===== src/rtl/vga_timing_gen.sv =====
// Raster timing generator: pixel/line counters, sync pulses, visible-area flag,
// frame counter and one-cycle line/frame start strobes, all registered.
module vga_timing_gen #(
   parameter int unsigned H_ACTIVE = 640,
   parameter int unsigned H_FP     = 16,
   parameter int unsigned H_SYNC   = 96,
   parameter int unsigned H_BP     = 48,
   parameter int unsigned V_ACTIVE = 480,
   parameter int unsigned V_FP     = 10,
   parameter int unsigned V_SYNC   = 2,
   parameter int unsigned V_BP     = 33,
   parameter int unsigned SYNC_POL = 0
) (
   input  logic       clk,
   input  logic       rst_n,
   input  logic       pix_en,
   output logic       hsync,
   output logic       vsync,
   output logic       display_on,
   output logic [9:0] hpos,
   output logic [9:0] vpos,
   output logic [7:0] frame_cnt,
   output logic       line_start,
   output logic       frame_start
);

   localparam int unsigned H_TOTAL = H_ACTIVE + H_FP + H_SYNC + H_BP;
   localparam int unsigned V_TOTAL = V_ACTIVE + V_FP + V_SYNC + V_BP;

   localparam logic [9:0]  H_LAST = 10'(H_TOTAL - 1);
   localparam logic [9:0]  V_LAST = 10'(V_TOTAL - 1);
   localparam logic [10:0] H_VIS  = 11'(H_ACTIVE);
   localparam logic [10:0] V_VIS  = 11'(V_ACTIVE);
   localparam logic [10:0] HS_BEG = 11'(H_ACTIVE + H_FP);
   localparam logic [10:0] HS_END = 11'(H_ACTIVE + H_FP + H_SYNC - 1);
   localparam logic [10:0] VS_BEG = 11'(V_ACTIVE + V_FP);
   localparam logic [10:0] VS_END = 11'(V_ACTIVE + V_FP + V_SYNC - 1);
   localparam logic        SYNC_ON = (SYNC_POL != 0);

   logic       h_wrap;
   logic       v_wrap;
   logic [9:0] h_nxt;
   logic [9:0] v_nxt;
   logic [7:0] f_nxt;
   logic       hs_nxt;
   logic       vs_nxt;
   logic       de_nxt;

   // Decodes use the post-advance counters so syncs/display_on line up with hpos/vpos.
   always_comb begin
      h_wrap = (hpos == H_LAST);
      v_wrap = (vpos == V_LAST);
      h_nxt  = h_wrap ? '0 : hpos + 10'd1;
      v_nxt  = vpos;
      f_nxt  = frame_cnt;
      if (h_wrap) begin
         v_nxt = v_wrap ? '0 : vpos + 10'd1;
         if (v_wrap) begin
            f_nxt = frame_cnt + 8'd1;
         end
      end
      hs_nxt = (({1'b0, h_nxt} >= HS_BEG) && ({1'b0, h_nxt} <= HS_END)) ? SYNC_ON : ~SYNC_ON;
      vs_nxt = (({1'b0, v_nxt} >= VS_BEG) && ({1'b0, v_nxt} <= VS_END)) ? SYNC_ON : ~SYNC_ON;
      de_nxt = ({1'b0, h_nxt} < H_VIS) && ({1'b0, v_nxt} < V_VIS);
   end

   always_ff @(posedge clk) begin
      if (!rst_n) begin
         hpos        <= '0;
         vpos        <= '0;
         frame_cnt   <= '0;
         hsync       <= ~SYNC_ON;
         vsync       <= ~SYNC_ON;
         display_on  <= 1'b0;
         line_start  <= 1'b0;
         frame_start <= 1'b0;
      end else if (pix_en) begin
         hpos        <= h_nxt;
         vpos        <= v_nxt;
         frame_cnt   <= f_nxt;
         hsync       <= hs_nxt;
         vsync       <= vs_nxt;
         display_on  <= de_nxt;
         line_start  <= h_wrap;
         frame_start <= h_wrap && v_wrap;
      end else begin
         line_start  <= 1'b0;
         frame_start <= 1'b0;
      end
   end

endmodule

===== config.mk =====
export PLATFORM = sky130hd
export DESIGN_NAME = vga_timing_gen
export DESIGN_NICKNAME = d
export VERILOG_FILES = /design/src/rtl/vga_timing_gen.sv
export SDC_FILE = /design/constraint.sdc
export NUM_CORES = 1
export LEC_CHECK = 0
export CORE_MARGIN = 5
export CORE_UTILIZATION = 35
export DETAILED_ROUTE_END_ITERATION = 10
export GPL_TIMING_DRIVEN = 1
export PLACE_DENSITY_LB_ADDON = 0.08
export SETUP_SLACK_MARGIN = 0.3
export SLEW_MARGIN = 30
export SYNTH_ARGS = -nofsm -noshare
export SYNTH_HDL_FRONTEND = slang
export SYNTH_SLANG_ARGS = --single-unit

===== constraint.sdc =====
create_clock -name clk -period 2.2 [get_ports clk]
set_clock_uncertainty 0.05 [all_clocks]
set_input_delay 0.33 -clock clk [delete_from_list [all_inputs] [get_ports clk]]
set_output_delay 0.33 -clock clk [all_outputs]
set_load 0.005 [all_outputs]

==> results summary <==
The setup-violating endpoint count in the final report is 0. The worst voltage drop across the vdd grid came out at 195 uV. The number of hold-slack violations in the final timing report is 0. The placement row count is 27. The count of inserted antenna diode cells came out at 0.

In the routed layout, each cell is associated on average with a via count of 5.18. Input and output buffers added on the ports amount to 35. The H-tree depth reported by CTS is 2. Yosys mapped a number of flops with a built-in enable equal to 0. The total congestion overflow after global routing is 0. After clock tree synthesis, the clock-pin slew on the worst setup and hold paths is 0.08 ns. The switching share of power is 0.233. Setup repair after global routing could not meet its margin everywhere. Detailed placement ended at an HPWL of 3720 um. Synthesis instantiated 44 different standard cells from the library. The transition time at the pin with the least slew margin is 0.388 ns.

The run finished with clean final reports. For this run, asynchronously set or reset flops after synthesis account for 0. The critical path in this run is classified as register to register.

The number of nets handed over by synthesis was 246. The critical path capture point type is a register. The initial utilization of the core area, before any placement, comes to 0.356. In the global route stage, overall resource usage came out at 0.149.

The number of antenna violations at the first check in global routing came to 0. Of the total power, the clock network draws 0.460. The tightest min-delay check is of the register to register type.

Measured in cells, the most critical reg-to-reg path has a length of 7. The fraction of final layout cells sized beyond drive strength 1 is 0.241. TritonCTS built the clock tree. The filler cells instantiated in the layout total 538. The worst register-to-register path ends at frame_cnt[5].

A synthesized cell averages 8.13 um^2. The leakage power is 0.00111 uW. The Yosys step of the flow raised 0 warnings. Tracing the worst setup path back leads to its startpoint at vpos[5]. The detailed-route via count is 1,895. The most used flip-flop cell after synthesis is dfxtp_1. For this block, the routed nets add up to 5330 um of wire. The setup check on the worst reg-to-reg path leaves a slack of 0.06 ns. The tree is rooted in a clkbuf_8. The congestion estimate from routability-driven global placement came to 0.781. The first global-routing pass estimated 8670 um of wire. The die area came out at 7110 um^2.

In this run the tightest slew margin relative to its limit is 0.739. The register share of total power is 0.475. Before antenna repair, the detailed router went through 6 iterations. The worst setup path is launched from a register. After detailed routing, the average wire length per cell comes to 14.6 um. The maximum fanout count along the critical path is 7. The region available for standard cell placement spans 5440 um^2. In this run the power density over the cells is 465 nW/um^2.

Once detail routing completed, the nets flagged for antenna violations numbered 0. The library cell used most frequently in the layout, excluding fill and tap cells, is clkdlybuf4s50_1. The final count of pins violating max slew came out at 0.

The most critical setup path has its endpoint at frame_cnt[5]. The internal power is 988 uW. The library cells used most frequently in the layout, excluding fill and tap cells, are 35 x clkdlybuf4s50_1, 25 x buf_4, 23 x nand2_1, 23 x dfxtp_1. The sequential share of the synthesized area is 0.342. After synthesis the netlist holds a flip-flop and latch count of 33.

The first routing iteration left 61 violations. Across the run, the number of max-cap violations was 0. The data arrival time of the critical path came out at 2.28 ns.

For the worst-skew pair, the clock arrives at the later sink with an insertion delay of 0.29 ns. Adding up every negative setup slack in the final design gives 0 ns. Synthesis handed over a netlist of 238 instances. Compared with the post-synthesis result, the final layout area differs by 43.3%. The floorplan die height is 84.3 um. The via count of the first global-routing pass was 1,776. The worst hold margin is 0.454 ns. The post-route fraction of the period consumed by the critical path came out at 0.973. In this run the critical register-to-register path is launched from vpos[5]. The maximum clock insertion buffer count came out at 2. The top-level port count is 36. CTS saw 33 sinks.

The number of buffers inserted during clock tree synthesis came out at 5. After the last flow step, the layout net total stands at 301. The die width came out at 84.3 um. Entering global routing, the biggest net connects 25 pins. The remaining routing DRC violations is 0.

The maximum operating frequency came out at 467 MHz. The post-layout minimum cycle time is 2.14 ns. The share of total power dissipated in combinational logic is 0.065. The critical path required time is 2.34 ns. The switching power came out at 300 uW. The combined area of all synthesized cells is 1930 um^2. Hold repair after CTS inserted 0 buffers.
==> stage by stage <==
| stage | cells | total power [uW] | setup slack [ns] | cell area (um^2) | utilization |
|---|---|---|---|---|---|
| 2_1_floorplan | 238 | 662 | 0.111 | 1950 | - |
| 3_3_place_gp | 354 | 703 | 0.0801 | 2510 | 0.461 |
| 3_5_place_dp | 354 | 703 | 0.0530 | 2510 | 0.461 |
| 4_1_cts | 365 | 1300 | 0.0705 | 2670 | 0.491 |
| 5_1_grt | 366 | 1340 | -0.0192 | 2770 | 0.510 |
| 6_report | 366 | 1290 | 0.0602 | 2770 | 0.510 |
==> logic make-up after synthesis <==
family,count (synthesis),share of synthesized area
compound gates,43,0.146
mux,4,0.0220
simple gates,117,0.340
flops,33,0.342
xor+xnor,17,0.0770
buf+inv,19,0.0420
fa+ha+maj,5,0.0323
==> worst min-delay path by stage <==
stage	endpoint	depth (start not counted)	slack, ns	startpoint
floorplan	display_on	2	0.42	display_on
global placement	display_on	2	0.44	display_on
detailed placement	display_on	2	0.45	display_on
CTS	display_on	2	0.46	display_on
global route	vpos[1]	2	0.47	vpos[1]
finish	vpos[1]	2	0.45	vpos[1]
==> what timing repair did <==
action,CTS,global route
setup endpoints to repair,19,18
gates resized for setup,11,22
pin swaps,7,11
setup buffers,3,1
==> flip-flops by register name, summed over array words and instances, names as in the netlist <==
| name | flops |
|---|---|
| hpos | 10 |
| vpos | 10 |
| frame_cnt | 8 |
| display_on | 1 |
| frame_start | 1 |
| hsync | 1 |
| line_start | 1 |
| vsync | 1 |
==> power groups by stage <==
stage | Clock (uW) | Sequential, uW | Combinational, uW
global placement | 0 | 625 | 77.7
global route | 636 | 613 | 92.4
floorplan | 0 | 628 | 34.5
finish | 592 | 612 | 83.5
CTS | 613 | 611 | 79.2
detailed placement | 0 | 625 | 78.0
==> worst max-delay path, cell delays in order, from the launching register on <==
cell     delay [ns]
dfxtp_2        0.33
or4b_4         0.53
or4_4          0.43
buf_8          0.15
nor3_4         0.14
nand3_1        0.12
xnor2_1        0.13
and2_1         0.15
==> layer usage <==
layer  part of all wire  GRT usage  vias up
met1               0.46      0.192      899
met5                  0          0        -
met3              0.047     0.0393        6
li1                   -          -      946
met4              0.011     0.0388        0
met2               0.48      0.249       44
==> cells in the mapped netlist (2+ instances only) <==
library cell / count / area share
mux2i_1: 2 / 0.010
o211a_1: 3 / 0.016
nand3_1: 13 / 0.034
and2_1: 14 / 0.045
xnor2_1: 13 / 0.059
inv_1: 3 / 0.0058
or3_1: 3 / 0.0097
nand2b_1: 2 / 0.0065
a31oi_1: 5 / 0.016
nand4_1: 7 / 0.023
o21ai_0: 8 / 0.021
and3_1: 12 / 0.039
a21boi_0: 4 / 0.016
o211ai_1: 2 / 0.0078
nor2b_1: 11 / 0.036
buf_2: 2 / 0.0052
mux2_2: 2 / 0.012
a21oi_1: 12 / 0.031
a21o_1: 3 / 0.012
dfxtp_1: 33 / 0.34
nand3b_1: 2 / 0.0078
nor2_1: 10 / 0.019
nor3_1: 7 / 0.018
clkbuf_1: 13 / 0.025
nor3b_1: 2 / 0.0078
ha_1: 5 / 0.032
xor2_1: 4 / 0.018
and3b_1: 2 / 0.0091
nand2_1: 24 / 0.047
==> final cells by class <==
cell class / instances / area (um^2) / share of cell area
multi-input combinational: 186 / 1290 / 0.467
tap: 72 / 90.1 / 0.0325
sequential: 33 / 673 / 0.243
clock buffer: 5 / 68.8 / 0.0248
timing repair buffer: 64 / 587 / 0.212
inverter: 3 / 11.3 / 0.00406
clock inverter: 3 / 46.3 / 0.0167
(Power assumes the default switching activity.)
